File: config.mk
export PLATFORM = sky130hd
export DESIGN_NAME = muldiv_ctrl
export DESIGN_NICKNAME = d
export VERILOG_FILES = /design/src/rtl/rvpipe_pkg.sv /design/src/rtl/muldiv_signfix.sv /design/src/rtl/muldiv_ctrl.sv
export SDC_FILE = /design/constraint.sdc
export NUM_CORES = 1
export LEC_CHECK = 0
export BUFFER_PORTS_ARGS = -buffer_cell sky130_fd_sc_hd__buf_4
export CORE_AREA = 2 2 248 250
export DETAILED_ROUTE_END_ITERATION = 12
export DIE_AREA = 0 0 250 252
export GPL_TIMING_DRIVEN = 0
export HOLD_SLACK_MARGIN = 0.12
export PLACE_DENSITY = 0.49
export SYNTH_ARGS = -nofsm -noshare
export SYNTH_HDL_FRONTEND = slang
export SYNTH_SLANG_ARGS = --single-unit
File: constraint.sdc
create_clock -name clk -period 5.05 [get_ports clk]
set_input_delay 1.01 -clock clk [delete_from_list [all_inputs] [get_ports clk]]
set_output_delay 1.01 -clock clk [all_outputs]
set_load 0.005 [all_outputs]
File: src/rtl/rvpipe_pkg.sv
// Shared rvpipe definitions for the M-extension sequencer: FSM state
// encoding, RV32M funct3 codes and operand-signedness helpers.
package rvpipe_pkg;

    localparam int XLEN_DEFAULT = 32;

    typedef enum logic [1:0] {
        MD_IDLE = 2'd0,
        MD_BUSY = 2'd1,
        MD_DONE = 2'd2
    } md_state_t;

    localparam logic [2:0] F3_MUL    = 3'b000;
    localparam logic [2:0] F3_MULH   = 3'b001;
    localparam logic [2:0] F3_MULHSU = 3'b010;
    localparam logic [2:0] F3_MULHU  = 3'b011;
    localparam logic [2:0] F3_DIV    = 3'b100;
    localparam logic [2:0] F3_DIVU   = 3'b101;
    localparam logic [2:0] F3_REM    = 3'b110;
    localparam logic [2:0] F3_REMU   = 3'b111;

    // rs1 is treated as two's complement (MULHSU included)
    function automatic logic f3_a_signed(input logic [2:0] f3);
        return (f3 == F3_MUL) || (f3 == F3_MULH) || (f3 == F3_MULHSU) ||
               (f3 == F3_DIV) || (f3 == F3_REM);
    endfunction

    // rs2 is treated as two's complement
    function automatic logic f3_b_signed(input logic [2:0] f3);
        return (f3 == F3_MUL) || (f3 == F3_MULH) || (f3 == F3_DIV) || (f3 == F3_REM);
    endfunction

    // Upper half of the funct3 space is divide/remainder
    function automatic logic f3_is_div(input logic [2:0] f3);
        return f3[2];
    endfunction

endpackage

File: src/rtl/muldiv_signfix.sv
// Sign handling around the unsigned multiply/divide core: converts the
// incoming operands to magnitudes plus sign flags, and applies the final
// sign correction and result-half selection to the raw accumulator.
module muldiv_signfix
    import rvpipe_pkg::*;
#(
    parameter int XLEN = XLEN_DEFAULT
) (
    input  logic [2:0]        i_f3,
    input  logic [XLEN-1:0]   i_a,
    input  logic [XLEN-1:0]   i_b,
    output logic [XLEN-1:0]   o_mag_a,
    output logic [XLEN-1:0]   o_mag_b,
    output logic              o_sa,
    output logic              o_sb,
    input  logic [2:0]        i_rf3,
    input  logic              i_rsa,
    input  logic              i_rsb,
    input  logic [2*XLEN-1:0] i_acc,
    output logic [XLEN-1:0]   o_result
);

    logic [2*XLEN-1:0] w_prod;
    logic [XLEN-1:0]   w_quo;
    logic [XLEN-1:0]   w_rem;

    // Operand magnitudes: only negative values of signed operands are flipped
    always_comb begin
        o_sa    = f3_a_signed(i_f3) & i_a[XLEN-1];
        o_sb    = f3_b_signed(i_f3) & i_b[XLEN-1];
        o_mag_a = o_sa ? -i_a : i_a;
        o_mag_b = o_sb ? -i_b : i_b;
    end

    // Product sign = sA^sB, quotient sign = sA^sB, remainder sign = sA
    always_comb begin
        w_prod   = (i_rsa ^ i_rsb) ? -i_acc : i_acc;
        w_quo    = (i_rsa ^ i_rsb) ? -i_acc[XLEN-1:0] : i_acc[XLEN-1:0];
        w_rem    = i_rsa ? -i_acc[2*XLEN-1:XLEN] : i_acc[2*XLEN-1:XLEN];
        o_result = '0;
        case (i_rf3)
            F3_MUL:                  o_result = w_prod[XLEN-1:0];
            F3_MULH, F3_MULHSU,
            F3_MULHU:                o_result = w_prod[2*XLEN-1:XLEN];
            F3_DIV, F3_DIVU:         o_result = w_quo;
            default:                 o_result = w_rem;
        endcase
    end

endmodule

File: src/rtl/muldiv_ctrl.sv
// Iterative RV32M multiply/divide sequencer for the E stage.
// IDLE latches the op, BUSY runs XLEN shift-add or restoring-divide steps,
// DONE presents the sign-corrected result for one cycle. Divide by zero and
// signed overflow skip iteration. Defining MDU_FAST_MUL_EN replaces the
// iterative multiply with a single-cycle combinational multiplier.
module muldiv_ctrl
    import rvpipe_pkg::*;
#(
    parameter int XLEN = XLEN_DEFAULT,
    parameter int CNTW = 6
) (
    input  logic            clk,
    input  logic            reset,
    input  logic            MulDivE,
    input  logic [2:0]      Funct3E,
    input  logic [XLEN-1:0] SrcAE,
    input  logic [XLEN-1:0] SrcBE,
    output logic            StallMDE,
    output logic [XLEN-1:0] MDResultE,
    output logic            MDDoneE
);

    md_state_t         r_state;
    logic [CNTW-1:0]   r_cnt;
    logic [2*XLEN-1:0] r_acc;      // product, or {remainder, quotient/dividend}
    logic [XLEN-1:0]   r_opb;      // multiplicand or divisor magnitude
    logic [2:0]        r_f3;
    logic              r_sa;
    logic              r_sb;
    logic              r_special;
    logic [XLEN-1:0]   r_sres;

    logic [XLEN-1:0]   w_mag_a;
    logic [XLEN-1:0]   w_mag_b;
    logic              w_sa;
    logic              w_sb;
    logic [XLEN-1:0]   w_post;
    logic              w_div_zero;
    logic              w_div_ovf;
    logic [XLEN:0]     w_mul_sum;
    logic [2*XLEN-1:0] w_mul_next;
    logic [XLEN:0]     w_div_shift;
    logic [XLEN:0]     w_div_diff;
    logic              w_div_ge;
    logic [2*XLEN-1:0] w_div_next;

    muldiv_signfix #(.XLEN(XLEN)) u_signfix (
        .i_f3     (Funct3E),
        .i_a      (SrcAE),
        .i_b      (SrcBE),
        .o_mag_a  (w_mag_a),
        .o_mag_b  (w_mag_b),
        .o_sa     (w_sa),
        .o_sb     (w_sb),
        .i_rf3    (r_f3),
        .i_rsa    (r_sa),
        .i_rsb    (r_sb),
        .i_acc    (r_acc),
        .o_result (w_post)
    );

`ifdef MDU_FAST_MUL_EN
    logic [2*XLEN-1:0] w_fast_prod;

    // Single-cycle unsigned product of the operand magnitudes
    always_comb w_fast_prod = (2*XLEN)'(w_mag_a) * (2*XLEN)'(w_mag_b);
`endif

    // Special divide detection and one iteration step of each algorithm
    always_comb begin
        w_div_zero  = (SrcBE == '0);
        w_div_ovf   = f3_a_signed(Funct3E) && (SrcAE == {1'b1, {(XLEN-1){1'b0}}}) &&
                      (SrcBE == '1);
        // Multiplier bits sit in acc[XLEN-1:0] and are consumed from bit 0
        w_mul_sum   = {1'b0, r_acc[2*XLEN-1:XLEN]} + (r_acc[0] ? {1'b0, r_opb} : '0);
        w_mul_next  = {w_mul_sum, r_acc[XLEN-1:1]};
        // Dividend bits shift out of the low half into the remainder
        w_div_shift = {r_acc[2*XLEN-1:XLEN], r_acc[XLEN-1]};
        w_div_diff  = w_div_shift - {1'b0, r_opb};
        w_div_ge    = (w_div_shift >= {1'b0, r_opb});
        w_div_next  = w_div_ge ? {w_div_diff[XLEN-1:0], r_acc[XLEN-2:0], 1'b1}
                               : {w_div_shift[XLEN-1:0], r_acc[XLEN-2:0], 1'b0};
    end

    // Controller FSM and iteration datapath
    always_ff @(posedge clk or posedge reset) begin
        if (reset) begin
            r_state   <= MD_IDLE;
            r_cnt     <= '0;
            r_acc     <= '0;
            r_opb     <= '0;
            r_f3      <= F3_MUL;
            r_sa      <= 1'b0;
            r_sb      <= 1'b0;
            r_special <= 1'b0;
            r_sres    <= '0;
        end else begin
            case (r_state)
                MD_IDLE: begin
                    if (MulDivE) begin
                        r_f3      <= Funct3E;
                        r_sa      <= w_sa;
                        r_sb      <= w_sb;
                        r_cnt     <= '0;
                        r_special <= 1'b0;
                        if (f3_is_div(Funct3E)) begin
                            r_opb <= w_mag_b;
                            r_acc <= {{XLEN{1'b0}}, w_mag_a};
                            if (w_div_zero) begin
                                r_special <= 1'b1;
                                r_sres    <= Funct3E[1] ? SrcAE : '1;
                                r_state   <= MD_DONE;
                            end else if (w_div_ovf) begin
                                r_special <= 1'b1;
                                r_sres    <= Funct3E[1] ? '0 : SrcAE;
                                r_state   <= MD_DONE;
                            end else begin
                                r_state   <= MD_BUSY;
                            end
                        end else begin
`ifdef MDU_FAST_MUL_EN
                            r_opb   <= w_mag_a;
                            r_acc   <= w_fast_prod;
                            r_state <= MD_DONE;
`else
                            r_opb   <= w_mag_a;
                            r_acc   <= {{XLEN{1'b0}}, w_mag_b};
                            r_state <= MD_BUSY;
`endif
                        end
                    end
                end
                MD_BUSY: begin
                    r_acc <= f3_is_div(r_f3) ? w_div_next : w_mul_next;
                    if (r_cnt == CNTW'(XLEN-1)) begin
                        r_state <= MD_DONE;
                    end else begin
                        r_cnt <= r_cnt + 1'b1;
                    end
                end
                MD_DONE: r_state <= MD_IDLE;
                default: r_state <= MD_IDLE;
            endcase
        end
    end

    // Stall is combinational on MulDivE in IDLE so E holds in the issue cycle
    always_comb begin
        StallMDE  = !reset && (((r_state == MD_IDLE) && MulDivE) || (r_state == MD_BUSY));
        MDDoneE   = (r_state == MD_DONE);
        MDResultE = '0;
        if (r_state == MD_DONE) begin
            MDResultE = r_special ? r_sres : w_post;
        end
    end

endmodule

==> results by group <==
CTS
  – Root Buffer: clkbuf_16
  – Num CTS Buffers: 17
  – CTS sink cnt: 142
  – Reg clk slew, reported paths: 70 ps
  – H-tree depth: 4
  – Clk_lat worst skew: 470 ps
  – TritonCTS clock tree: yes
  – Clk buf depth: 2

Detailed routing
  – Drt initial violations: 1422
  – WL met1: 30.9 mm
  – Vias per cell: 5.47
  – Post-DRT Antenna Nets: 0
  – Initial DRT Pass Iterations: 5
  – Wire per inst: 23.3 um
  – Via count: 16400
  – Highest metal used: met5
  – Routed wire length: 69.7 mm
  – Met2 wirelength from detailed routing: 31.5 mm
  – Met3 Wirelength: 4.39 mm
  – Post-route DRC: 0

Worst hold path
  – Hold Crit Depth: 2
  – Hold Crit Start: r_sres[6]$_DFFE_PP0P_
  – Hold Path Class: flip-flop to flip-flop
  – Hold path endpoint: r_sres[6]$_DFFE_PP0P_

Die
  – Die width: 250 um
  – Core area: 0.0601 mm2
  – I/O pins: 104
  – Die H: 252 um
  – Die Area: 0.0630 mm2
  – Site Rows: 90
  – Initial Util: 24.9%

Power
  – Maximum VDD drop: 0.289 mV
  – Static Leak: 6.92 nW
  – Pwr/cell area: 788 mW/mm2
  – Total power: 13.8 mW

Timing
  – Max-slew violations: 0
  – Fin. Hold Viols: 0
  – Fin Hold WS: 476 ps
  – Final Cycle Share: 98.0%
  – Tmin final: 4950 ps
  – Skew final: 11.8 ps
  – Final setup vio count: 0
  – Worst Tran Pin Value: 1220 ps
  – Fmax: 0.202 GHz
  – Worst slew margin: 18.1%

Placement
  – Post-DP HPWL: 56.4 mm
  – Routability Congestion: 0.943
  – Port bufs: 102
  – DP Area: 0.0167 mm2

Global route
  – Largest net degree at the start of global routing: 73
  – Initial antenna violation count: 4
  – Vias in the first global route: 15600
  – First-pass GRT wire length: 102 mm
  – Gr ovfl total: 0
  – GRT Total Usage: 21.8%

Logic synthesis
  – Prevailing post-synth register cell: dfrtp_1
  – Mapped Area: 0.0150 mm2
  – Post-synthesis instance total: 2073
  – Async S/R FF share, synth: 100%
  – Leading area contributor after synthesis: dfrtp_1
  – Share of the synthesized area in the top cell type: 23.7%
  – Syn avg cell area: 7.22 um2
  – Distinct cells, synth: 76
  – Syn_nets: 2215
  – Main area contributors after synthesis: dfrtp_1 (24%), o21ai_0 (7.7%), a21oi_1 (7.0%)
  – Yosys warns: 0
  – Register bit total from synthesis: 142
  – Post-synth EDFFs: 0
  – Sequential area share after synthesis: 23.7%

Status
  – Outcome: complete, no violations

Setup path
  – Worst Path Arrival: 3940 ps
  – Critical-path cell list: buf_2, or4_4, nor4_4, nand3_1, or2_4, or4_1, buf_4, o21ai_2, xnor2_1, a2111oi_2, a2111oi_2, buf_4
  – Worst reg2reg setup slack: 350 ps
  – Worst R2R Start: r_acc[31]$_DFFE_PP0P_
  – Kind of critical path: flip-flop to primary output
  – Crit. End Element: primary output
  – Worst Setup SP: r_acc[11]$_DFFE_PP0P_
  – Crit Path Max Fanout: 7
  – Crit-path max cell delay: 560 ps
  – CP Launch Type: flip-flop
  – Worst path required time: 4040 ps
  – R2r endpoint: r_acc[37]$_DFFE_PP0P_
  – Critical-path top delay cell: or4_4
  – Reg2reg path depth: 14

Cells and area
  – Final instance area: 0.0175 mm2
  – Final core utilization: 29.1%
  – Area grow syn2layout: 17.0%
  – Fill count: 6621
  – Nets: 2341
  – Layout cells sized above 1: 8.77%
  – Commonest non-fill, non-tap cells in the layout: nand2_1 (247), o21ai_0 (231), a21oi_1 (205), nor2_1 (172), dfrtp_1 (140)
  – Commonest non-fill, non-tap cell in the layout: nand2_1

Run
  – Max Cap Viol: 0
==> cell type report <==
type | count | area (um2) | share of cell area (%)
clock inverter | 13 | 131 | 0.750
clock buffer | 19 | 433 | 2.47
multi-input combinational | 1694 | 10700 | 60.9
timing repair buffer | 110 | 846 | 4.83
buffer | 151 | 577 | 3.29
sequential | 142 | 3560 | 20.3
antenna | 1 | 2.50 | 0.0143
inverter | 83 | 320 | 1.83
tap | 782 | 978 | 5.59
==> worst max-delay path: cells and delay by family (launching register included) <==
kind	cells	cell delay [ps]
AND/OR/NAND/NOR	5	1730
AO/OA/AOI/OAI	3	630
buffers and inverters	3	550
flip-flops	1	360
XOR/XNOR	1	190
==> logic make-up after synthesis <==
family | share of synthesized area, %
AO/OA/AOI/OAI | 29.5
AND/OR/NAND/NOR | 20.1
buffers and inverters | 5.99
XOR/XNOR | 11.3
flip-flops | 23.7
adder cells (fa/ha/maj) | 6.79
multiplexers | 2.56
==> power by group <==
group	internal (mW)	total (mW)	leakage [nW]	switching, mW
Clock	0.687	1.27	0.260	0.585
Sequential	1.60	2.31	1.77	0.703
Combinational	3.60	10.2	4.89	6.63
==> worst max path at each step <==
stage                        endpoint  slack, ps  depth (start not counted)
2_1_floorplan    r_acc[0]$_DFFE_PP0P_        230                          1
3_3_place_gp   r_sres[14]$_DFFE_PP0P_      -1900                          2
3_5_place_dp            MDResultE[28]       -430                         14
4_1_cts                 MDResultE[20]          9                         11
5_1_grt                  MDResultE[3]         -5                         11
6_report                MDResultE[28]        100                         12
==> through the flow <==
| stage | setup slack, ps | instances | setup TNS (ps) |
|---|---|---|---|
| after CTS | 8.53 | 2989 | 0 |
| after global routing | -5.04 | 2994 | -9.80 |
| after global placement | -1900 | 2957 | -267380 |
| after floorplan | 230 | 2073 | 0 |
| after detailed placement | -433 | 2958 | -1600 |
| final | 100 | 2995 | 0 |
==> cell usage after synthesis (10+ instances only) <==
cell	n
maj3_1	10
or4_1	11
o31ai_1	21
nand2b_1	24
a22oi_1	21
nand3_1	39
nor3_1	32
dfrtp_1	142
and2_1	19
xor2_1	88
nor2b_1	15
a21oi_1	210
o211ai_1	41
or3_1	14
nand4_1	23
clkbuf_1	140
ha_1	70
o41ai_1	11
nor4_1	21
a31oi_1	32
a211oi_1	36
mux2i_1	36
o22ai_1	16
inv_1	80
nor2_1	173
a221oi_1	11
xnor2_1	105
o21ai_0	231
a21o_1	21
nand2_1	247
==> layer usage <==
| metal | up-vias | GRT usage [%] |
|---|---|---|
| met5 | - | 0 |
| met4 | 2 | 9.08 |
| met3 | 114 | 4.16 |
| met2 | 598 | 34.8 |
| met1 | 7969 | 28.7 |
| li1 | 7700 | - |
==> sequential cells by signal, indices dropped and copies added (netlist names) <==
| register | flops |
|---|---|
| r_state | 2 |
| r_special | 1 |
| r_opb | 32 |
| r_cnt | 6 |
| r_f3 | 3 |
| r_sres | 32 |
| r_sa | 1 |
| r_sb | 1 |
| r_acc | 64 |
==> timing repair <==
action,CTS,global route
resized for setup,17,19
hold buffers,0,0
buffers inserted,2,5
endpoints found under the setup margin,24,25
pin swaps,4,6
Power figures use the tool's default switching activity.
